`src/rtl/bin_to_bcd_seq.sv`:
```
// Sequential binary-to-BCD converter (double-dabble, one bit per clock) feeding the
// 7-segment display driver, with optional leading-zero blanking (nibble 4'hF = dark digit).
module bin_to_bcd_seq #(
    parameter int WIDTH  = 16,
    parameter int DIGITS = 5
) (
    input  logic                  clk,
    input  logic                  reset,
    input  logic                  start,
    input  logic [WIDTH-1:0]      bin,
    input  logic                  lz_blank,
    output logic                  busy,
    output logic                  done,
    output logic [4*DIGITS-1:0]   bcd
);

    localparam int BW  = 4 * DIGITS;
    localparam int SRW = BW + WIDTH;
    localparam int CW  = $clog2(WIDTH + 1);

    // Handshake: start is accepted only on an edge where busy=0 and reset=0; bin and
    // lz_blank are captured on that same edge. busy stays high for WIDTH cycles, then
    // done pulses for one cycle with bcd already valid; bcd holds until the next done.
    typedef enum logic [0:0] {IDLE, SHIFT} state_t;

    state_t           state_q, state_d;
    logic [SRW-1:0]   sr_q, sr_d, sr_adj, sr_shl;
    logic [CW-1:0]    cnt_q, cnt_d;
    logic             lz_q, lz_d;
    logic [BW-1:0]    bcd_q, bcd_d;
    logic             done_q, done_d;

    function automatic logic [BW-1:0] blank_leading(input logic [BW-1:0] v);
        logic [BW-1:0] r;
        logic          leading;
        r       = v;
        leading = 1'b1;
        // Digit 0 is excluded so a zero value still shows a single "0".
        for (int k = DIGITS - 1; k >= 1; k--) begin
            if (leading && (v[4*k +: 4] == 4'd0))
                r[4*k +: 4] = 4'hF;
            else
                leading = 1'b0;
        end
        return r;
    endfunction

    // Each BCD nibble is corrected independently; no carry crosses digit boundaries.
    always_comb begin
        sr_adj = sr_q;
        for (int d = 0; d < DIGITS; d++) begin
            if (sr_q[WIDTH + 4*d +: 4] >= 4'd5)
                sr_adj[WIDTH + 4*d +: 4] = sr_q[WIDTH + 4*d +: 4] + 4'd3;
        end
    end

    assign sr_shl = {sr_adj[SRW-2:0], 1'b0};

    always_comb begin
        state_d = state_q;
        sr_d    = sr_q;
        cnt_d   = cnt_q;
        lz_d    = lz_q;
        bcd_d   = bcd_q;
        done_d  = 1'b0;
        case (state_q)
            IDLE: begin
                if (start) begin
                    sr_d    = {{BW{1'b0}}, bin};
                    lz_d    = lz_blank;
                    cnt_d   = '0;
                    state_d = SHIFT;
                end
            end
            SHIFT: begin
                sr_d  = sr_shl;
                cnt_d = cnt_q + CW'(1);
                if (cnt_q == CW'(WIDTH - 1)) begin
                    bcd_d   = lz_q ? blank_leading(sr_shl[SRW-1:WIDTH]) : sr_shl[SRW-1:WIDTH];
                    done_d  = 1'b1;
                    state_d = IDLE;
                end
            end
            default: state_d = IDLE;
        endcase
    end

    always_ff @(posedge clk) begin
        if (reset) begin
            state_q <= IDLE;
            sr_q    <= '0;
            cnt_q   <= '0;
            lz_q    <= 1'b0;
            bcd_q   <= '0;
            done_q  <= 1'b0;
        end else begin
            state_q <= state_d;
            sr_q    <= sr_d;
            cnt_q   <= cnt_d;
            lz_q    <= lz_d;
            bcd_q   <= bcd_d;
            done_q  <= done_d;
        end
    end

    assign busy = (state_q == SHIFT);
    assign done = done_q;
    assign bcd  = bcd_q;

endmodule

```
`config.mk`:
```
export PLATFORM = sky130hd
export DESIGN_NAME = bin_to_bcd_seq
export DESIGN_NICKNAME = d
export VERILOG_FILES = /design/src/rtl/bin_to_bcd_seq.sv
export SDC_FILE = /design/constraint.sdc
export NUM_CORES = 1
export LEC_CHECK = 0
export ABC_AREA = 1
export CORE_ASPECT_RATIO = 1.75
export CORE_MARGIN = 2
export CORE_UTILIZATION = 45
export CTS_BUF_LIST = sky130_fd_sc_hd__clkbuf_16
export DETAILED_ROUTE_END_ITERATION = 8
export DONT_BUFFER_PORTS = 1
export GPL_TIMING_DRIVEN = 0
export SLEW_MARGIN = 5
export SYNTH_ARGS = -nofsm -noshare
export SYNTH_HDL_FRONTEND = slang
export SYNTH_SLANG_ARGS = --single-unit
export TNS_END_PERCENT = 30
```
`constraint.sdc`:
```
create_clock -name clk -period 4.2 [get_ports clk]
set_input_delay 0.84 -clock clk [delete_from_list [all_inputs] [get_ports clk]]
set_output_delay 0.84 -clock clk [all_outputs]
set_load 0.01 [all_outputs]
```
==> results.yml, run 1 <==
grt:
  antenna_found_initial: 0
  grt_pass1_wl_um: 12000
  grt_max_degree: 11
  grt_overflow: 0
  track_usage_pct: 20.8
  grt_pass1_vias: 2725
routing:
  first_iter_violations: 104
  ant_nets: 0
  drt_first_pass_iters: 4
  dr_wl_met3_um: 263
  routedWlPerCell_um: 12.9
  wl_met2_um: 3750
  drcViolationCount: 0
  dr.max_layer_used: "met4"
  wl_um: 7080
  wl_met1_um: 2910
  vias: 2801
  detail_route.vias_per_cell: 5.10
layout:
  drive_gt1_share_pct: 4.71
  final_common_cell: "nand2_1"
  final_nets: 496
  fin_util_pct: 52.2
  fillerInstances: 678
  area_growth_pct: 11.3
  layout_common_cells: "143 x nand2_1, 64 x dfxtp_1, 52 x inv_1"
  n_antenna_cell: 0
worst_setup_path:
  endpoint: "bcd[3]"
  path_depth: 8
  setup.worst_path.end_class: "flop"
  cp_slowest_cell: "clkbuf_1"
  critPathRequiredTime_ns: 4.42
  setup.worst_path.class: "flop to flop"
  crit_path_cell_trace: "ha_1 > and3_1 > ha_1 > nand2_1 > clkbuf_1 > nor2_1 > nand3_1 > nand2_1"
  cp_top_family: "simple AND/OR/NAND/NOR gates"
  rr_startpoint: "cnt_q[0]"
  crit_path_start: "cnt_q[0]"
  start_kind: "flop"
  worstReg2RegEnd: "bcd[3]"
  cp_data_arrival_time_ns: 2.13
  r2r_slack_ns: 2.28
  worst-path-buf-inv: 1
  critical_path.max_fanout: 10
  reg2reg_depth: 8
  crit_path_max_incr_delay_ns: 0.37
run:
  drv_cap: 0
cts:
  cts_buffers: 9
  cts.sinks: 64
  clkTransAtPathRegs_ns: 0.05
  cts_hold_buffers: 0
  cts_root_buffer: "clkbuf_16"
  clkLatencyLatePin_ns: 0.33
  cts_setup_buffers: 0
  clock_path_buffers: 2
  tritoncts: "built"
  cts_resized: 0
  cts_max_level: 3
synth:
  synth_area_per_cell_um2: 6.77
  synthesis.nets: 485
  netlist_instances: 453
  syn_area_mm2: 0.00307
  ys_ff_latch: 64
  yosys.cell_types.count: 26
  synth_warnings: 0
  synth_seq_area_share_pct: 41.8
power:
  peakVddDrop_uv: 245
  cellPowerDensity_mw_per_mm2: 388
  p_leak_nw: 1.56
floorplanning:
  die-area_mm2: 0.00751
  rows: 39
  fp.dieW_um: 66.4
  die_y_um: 113
  ios: 42
  coreArea_mm2: 0.00654
  start_util_pct: 46.9
place:
  numPortBuffers: 0
  dpl.hpwl_um: 5320
  post-place-ws_ns: 2.12
  place.gp.congestion: 0.901
timing:
  fmax_mhz: 522
  tightestPinTransition_ns: 0.626
  setup_viol: 0
  layout_min_cycle_time_ns: 1.92
  fin_ws_ns: 2.28
  grt_setup_unrepaired: "no"
  finalClockSkew_ns: 0.00602
  fin_crit_sh_pct: 45.6
  fin_tns_setup_ns: 0
  whs_ns: 0.464
  drv_slew: 0
  slew_headroom_pct: 58.1
  hold_viol: 0
status:
  outcome: "finished, final reports clean"
hold_path:
  hold_class: "flop to flop"
power breakdown:
part | leakage, nW | switching [mW] | internal (mW) | total [mW]
logic | 0.918 | 0.0509 | 0.0198 | 0.0707
registers | 0.519 | 0.00783 | 0.620 | 0.628
clock network | 0.126 | 0.243 | 0.381 | 0.624
total | 1.56 | 0.302 | 1.02 | 1.32
cell type report:
| cell class | count | area (µm²) | area share, % |
|---|---|---|---|
| Multi-Input combinational cell | 319 | 1520 | 44.5 |
| Sequential cell | 64 | 1280 | 37.6 |
| Clock buffer | 9 | 225 | 6.60 |
| Inverter | 52 | 195 | 5.72 |
| Tap cell | 82 | 103 | 3.01 |
| Buffer | 18 | 71.3 | 2.09 |
| Clock inverter | 5 | 18.8 | 0.550 |
per-layer routing:
metal	track usage (%)	vias up
li1	-	1473
met1	21.6	1271
met2	37.7	43
met3	6.16	14
met4	8.57	0
met5	0	-
worst min path at each step:
stage / start / end / cells past startpoint
floorplan: cnt_q[3] / cnt_q[3] / 1
finish: sr_q[35] / sr_q[35] / 2
global placement: cnt_q[4] / cnt_q[4] / 2
CTS: sr_q[35] / sr_q[35] / 2
detailed placement: sr_q[35] / sr_q[35] / 2
global route: sr_q[0] / sr_q[0] / 2
cell families after synthesis:
| group | share of synthesized area, % |
|---|---|
| xor+xnor | 0.286 |
| buf+inv | 8.69 |
| simple gates | 30.2 |
| fa+ha+maj | 4.90 |
| flops | 41.8 |
| compound gates | 14.1 |
through the flow:
step	power (mW)	instances	instance area, µm²
after detailed placement	0.713	535	3170
final	1.32	549	3410
after global placement	0.712	535	3170
after CTS	1.34	549	3410
after floorplan	0.692	453	3070
after global routing	1.38	549	3410
synth_stat cells:
cell type	n	area share [%]
a21boi_0	2	0.49
a211oi_1	1	0.24
dfxtp_1	64	42
a21oi_1	44	7.2
a31oi_1	1	0.20
nor2_4	1	0.37
ha_1	12	4.9
o21ai_1	2	0.33
nor2_1	42	5.1
a22oi_1	8	2.0
o21ai_0	21	3.4
buf_1	1	0.12
inv_2	1	0.12
xor2_1	1	0.29
inv_1	50	6.1
buf_2	3	0.49
clkinv_1	1	0.12
and3_1	1	0.20
or2_2	2	0.41
nand3_1	22	3.6
nand4_1	8	1.6
nor3_1	1	0.16
clkbuf_1	14	1.7
nand2_2	6	1.2
nand2_1	143	18
o211ai_1	1	0.24
worst reg2reg max path: cells and delay by family, from the launching register on:
kind | cells | cell delay (ns)
fa+ha+maj | 2 | 0.40
simple gates | 5 | 0.70
buf+inv | 1 | 0.37
flops | 1 | 0.34
sequential cells by signal, summed over array words and instances (netlist names):
| signal | count |
|---|---|
| cnt_q | 5 |
| done | 1 |
| sr_q | 36 |
| lz_q | 1 |
| busy | 1 |
| bcd | 20 |
Note: power is estimated with default switching activity, not from simulation.
==> run 2: changes to the inputs <==
==> constraint.sdc (replaced) <==
create_clock -name clk -period 1.61 [get_ports clk]
set_input_delay 0.322 -clock clk [delete_from_list [all_inputs] [get_ports clk]]
set_output_delay 0.322 -clock clk [all_outputs]
set_load 0.01 [all_outputs]
==> run 2 against run 1 <==
The flow now finishes with violations (setup timing). Sequential power increased to 2.6 times the previous value. Largest cell class unchanged. Non-clock buffer count increased by 10. Global-route usage increased by 0.46 points. Largest power group unchanged. Clock skew decreased by 0.0020 ns.
==> results.yml, run 2 (synthesis results as in run 1) <==
layout:
  design_area_mm2: 0.00377
  area_growth_pct: 23.1
  n_antenna_cell: 0
  regMostFlops: "sr_q"
  final_common_cell: "nand2_1"
  final_nets: 506
  drive_gt1_share_pct: 23.9
  largest_reg_flops: 36
  multiInputGateArea_mm2: 0.00176
  register_area_mm2: 0.00130
  layout_common_cells: "120 x nand2_1, 54 x dfxtp_1, 42 x inv_1"
  fillerInstances: 639
  fin_util_pct: 57.7
routing:
  wl_um: 7430
  drcViolationCount: 0
  wl_met1_um: 2960
  dr_wl_met3_um: 247
  vias: 2881
  dr.max_layer_used: "met4"
  first_iter_violations: 103
  detail_route.vias_per_cell: 5.15
  routedWlPerCell_um: 13.3
  wl_met2_um: 4080
  drt_first_pass_iters: 5
  ant_nets: 0
power:
  peakVddDrop_uv: 639
  p_leak_nw: 1.74
  cellPowerDensity_mw_per_mm2: 915
status:
  outcome: "finished with violations"
  violations: "setup timing"
worst_setup_path:
  setup.worst_path.end_class: "flop"
  setup.worst_path.class: "flop to flop"
  cp_data_arrival_time_ns: 1.87
  critical_path.max_fanout: 5
  start_kind: "flop"
  critPathRequiredTime_ns: 1.87
place:
  numPortBuffers: 0
  place.gp.congestion: 0.901
  dpl.hpwl_um: 5320
  post-place-ws_ns: -0.323
  dpl_cell_area_mm2: 0.00317
floorplanning:
  ios: 42
  start_util_pct: 46.9
  rows: 39
  fp.dieW_um: 66.4
  die_y_um: 113
  die-area_mm2: 0.00751
  coreArea_mm2: 0.00654
hold_path:
  hold_class: "input port to flop"
cts:
  clkLatencyLatePin_ns: 0.32
  tritoncts: "built"
  clock_path_buffers: 2
  clkTransAtPathRegs_ns: 0.05
  cts_buffers: 9
  cts_max_level: 3
  cts_root_buffer: "clkbuf_16"
  cts_hold_buffers: 0
  cts.sinks: 64
grt:
  antenna_found_initial: 0
  grt_pass1_wl_um: 12300
  grt_max_degree: 11
  grt_pass1_vias: 2789
  grt_overflow: 0
  track_usage_pct: 21.3
timing:
  grt_setup_unrepaired: "yes"
  whs_ns: 0.137
  finalClockSkew_ns: 0.00401
  layout_min_cycle_time_ns: 1.61
  slew_headroom_pct: 65.4
  setup_viol: 2
  fin_ws_ns: -0.00183
  tightestPinTransition_ns: 0.519
  fin_tns_setup_ns: -0.00202
  fmax_mhz: 620
  drv_slew: 0
  hold_viol: 0
  fin_crit_sh_pct: 100
run:
  drv_cap: 0
## run 2: changes by cell type in the layout (fill, tap and decap cells not counted), moves of 8 or more
| cell | before | now |
|---|---|---|
| buf_4 | 0 | 10 |
| inv_1 | 52 | 42 |
| nor2_1 | 42 | 34 |
| nand2_2 | 6 | 22 |
| dfxtp_1 | 64 | 54 |
| inv_2 | 1 | 10 |
| nand2_1 | 143 | 120 |
| a21oi_1 | 44 | 33 |
| a21oi_2 | 0 | 11 |
## run 2: worst paths after layout
kind / from / to / slack, ns / cells past startpoint
setup reg to reg: sr_q[24] / bcd[7] / -0.002 / 12
hold / removal: lz_blank / lz_q / 0.14 / 2
setup / recovery: sr_q[24] / bcd[7] / -0.002 / 12
hold reg to reg: sr_q[35] / sr_q[35] / 0.46 / 2
## run 2: stage by stage
stage               instances  power [mW]
finish                    559        3.46
global route              559        3.60
CTS                       554        3.51
detailed placement        535        1.86
global placement          535        1.86
floorplan                 453        1.80
## run 2: final cells by class
cell class | count | area share (%)
buffer | 18 | 2.59
clock inverter | 5 | 0.497
tap | 82 | 2.72
inverter | 52 | 5.24
sequential | 64 | 34.5
clock buffer | 9 | 5.97
timing repair buffer | 10 | 1.99
multi-input combinational | 319 | 46.5
## run 2: power breakdown
part | internal, mW | switching (mW)
Clock | 0.993 | 0.627
Combinational | 0.0584 | 0.141
Sequential | 1.61 | 0.0219
Total | 2.67 | 0.790
## run 2: per-layer routing
metal  GRT usage, %  vias to the layer above
li1               -                     1493
met1           22.1                     1327
met2           38.8                       50
met3           6.16                       11
met4           8.57                        0
met5              0                        -
## run 2: timing repair
action	4_1_cts	5_1_grt
buffers inserted	5	5
gates resized for setup	54	63
setup endpoints to repair	22	49
pin swaps	13	13
## run 2: worst max-delay path: stages (launching register included)
cell,delay (ns)
dfxtp_4,0.36
inv_2,0.04
ha_2,0.18
inv_2,0.07
nand2_4,0.06
buf_4,0.14
nand4_1,0.07
nand2_2,0.08
nor2_1,0.11
nand2_1,0.09
nor2_2,0.13
nand2_4,0.09
a21oi_2,0.13
==> run 3: changes to the inputs <==
--- a/config.mk
+++ b/config.mk
@@ -12,7 +12,6 @@
 export CTS_BUF_LIST = sky130_fd_sc_hd__clkbuf_16
 export DETAILED_ROUTE_END_ITERATION = 8
 export DONT_BUFFER_PORTS = 1
-export GPL_TIMING_DRIVEN = 0
 export SLEW_MARGIN = 5
 export SYNTH_ARGS = -nofsm -noshare
 export SYNTH_HDL_FRONTEND = slang
==> run 3 against run 2 <==
The flow still finishes with violations (setup timing). Final area is 5.4% higher. Worst setup slack worse by 0.0042 ns. Cell count is 2.0% higher. Combinational power is 2% lower. Critical endpoint is now bcd[5].
==> results.yml, run 3 (synthesis results as in run 1) <==
power:
  cellPowerDensity_mw_per_mm2: 919
  p_leak_nw: 1.85
  peakVddDrop_uv: 704
  total_power_mw: 3.66
timing:
  whs_ns: 0.0448
  finalClockSkew_ns: 0.00280
  tightestPinTransition_ns: 0.482
  fmax_mhz: 619
  setup_viol: 1
  fin_ws_ns: -0.00608
  slew_headroom_pct: 67.8
  grt_setup_unrepaired: "yes"
  hold_viol: 0
  fin_crit_sh_pct: 100
  drv_slew: 0
  layout_min_cycle_time_ns: 1.62
routing:
  drt_first_pass_iters: 6
  wl_um: 7410
  drcViolationCount: 0
  routedWlPerCell_um: 13.0
  vias: 2917
  ant_nets: 0
  first_iter_violations: 168
  detail_route.vias_per_cell: 5.12
worst_setup_path:
  path_depth: 8
  cp_slowest_cell: "dfxtp_4"
  worstReg2RegEnd: "bcd[5]"
  r2r_slack_ns: -0.006
  rr_startpoint: "cnt_q[0]"
  critPathRequiredTime_ns: 1.83
  crit_path_max_incr_delay_ns: 0.36
  reg2reg_depth: 8
  cp_data_arrival_time_ns: 1.84
  critical_path.max_fanout: 6
  cp_top_family: "flip-flops"
  setup.worst_path.class: "flop to flop"
  worst-path-buf-inv: 2
  crit_path_cell_trace: "ha_4 > and3_1 > ha_2 > nand2_4 > clkinvlp_4 > clkbuf_16 > o21ai_1 > a21oi_2"
  setup.worst_path.end_class: "flop"
  start_kind: "flop"
grt:
  track_usage_pct: 20.9
  grt_pass1_vias: 2832
  grt_pass1_wl_um: 12200
  antenna_found_initial: 0
  grt_overflow: 0
  grt_max_degree: 41
cts:
  tritoncts: "built"
  clkTransAtPathRegs_ns: 0.05
  cts.sinks: 64
  cts_hold_buffers: 0
  clkLatencyLatePin_ns: 0.33
  cts_root_buffer: "clkbuf_16"
  clock_path_buffers: 2
  cts_max_level: 3
  cts_buffers: 9
layout:
  regMostFlops: "sr_q"
  layout_common_cells: "128 x nand2_1, 51 x dfxtp_1, 37 x inv_1, 37 x nor2_1, 35 x a21oi_1"
  n_antenna_cell: 0
  area_growth_pct: 29.8
  final_nets: 515
  fillerInstances: 623
  drive_gt1_share_pct: 27.0
  multiInputGateArea_mm2: 0.00175
  register_area_mm2: 0.00131
  largest_reg_flops: 36
  final_common_cell: "nand2_1"
  design_area_mm2: 0.00398
hold_path:
  hp-start: "reset"
  min_to: "cnt_q[1]"
  hold_depth: 1
  hold_class: "input port to flop"
place:
  dpl.hpwl_um: 4930
  place.gp.congestion: 0.821
  post-place-ws_ns: -0.109
  dpl_cell_area_mm2: 0.00336
  numPortBuffers: 0
floorplanning:
  coreArea_mm2: 0.00654
  die-area_mm2: 0.00751
  rows: 39
  ios: 42
  fp.dieW_um: 66.4
  start_util_pct: 46.9
  die_y_um: 113
run:
  drv_cap: 0
status:
  violations: "setup timing"
  outcome: "finished with violations"
-- run 3: cell count changes in the layout (fill, tap and decap cells not counted), sizes merged --
cell / before / now
bufinv: 0 / 1
inv: 53 / 51
buf: 16 / 36
clkbuf: 21 / 10
clkinvlp: 0 / 1
clkinv: 4 / 6
-- run 3: how the worst max path moves through the flow --
stage	start	end	slack (ns)
final	cnt_q[0]	bcd[5]	-0.006
after floorplan	cnt_q[0]	bcd[3]	0.04
after CTS	sr_q[32]	bcd[4]	-0.03
after global routing	sr_q[24]	bcd[6]	-0.08
after global placement	cnt_q[0]	bcd[19]	-0.02
after detailed placement	cnt_q[0]	bcd[19]	-0.11
-- run 3: stage by stage --
stage	cells	utilization, %	TNS (ns)
global route	570	60.9	-0.674
global placement	548	51.3	-0.0829
detailed placement	548	51.3	-1.18
finish	570	60.9	-0.00608
CTS	566	56.2	-0.0751
floorplan	453	-	0
-- run 3: per-layer routing --
metal  up-vias  track usage (%)  share of wire (%)
li1       1509                -                  -
met1      1341             22.0                 40
met2        55             37.2                 53
met3        12             5.77                4.4
met4         0             9.80                2.1
met5         -                0                  0
-- run 3: cell type report --
class                      count  share of cell area [%]
clock inverter                 7                    1.35
timing repair buffer          37                    8.46
sequential                    64                    32.8
inverter                      52                    5.12
multi-input combinational    319                    44.0
tap                           82                    2.58
clock buffer                   9                    5.66
-- run 3: repair_timing --
item | 4_1_cts | 5_1_grt
pin swaps | 1 | 19
endpoints found under the hold margin | 0 | 0
setup endpoints to repair | 16 | 22
setup buffers | 2 | 3
gates resized for setup | 13 | 94
cloned | 0 | 1
-- run 3: worst register-to-register path, delay by kind of cell, from the launching register on --
family / cells / cell delay, ns
flip-flops: 1 / 0.36
AO/OA/AOI/OAI: 2 / 0.19
buffers and inverters: 2 / 0.36
AND/OR/NAND/NOR: 2 / 0.26
adder cells (fa/ha/maj): 2 / 0.33
-- run 3: where the power goes --
| group | total (mW) | switching (mW) | internal, mW | leakage (nW) |
|---|---|---|---|---|
| clock network | 1.82 | 0.660 | 1.17 | 0.141 |
| logic | 0.196 | 0.123 | 0.0731 | 1.18 |
| registers | 1.64 | 0.0244 | 1.61 | 0.526 |
| total | 3.66 | 0.807 | 2.85 | 1.85 |
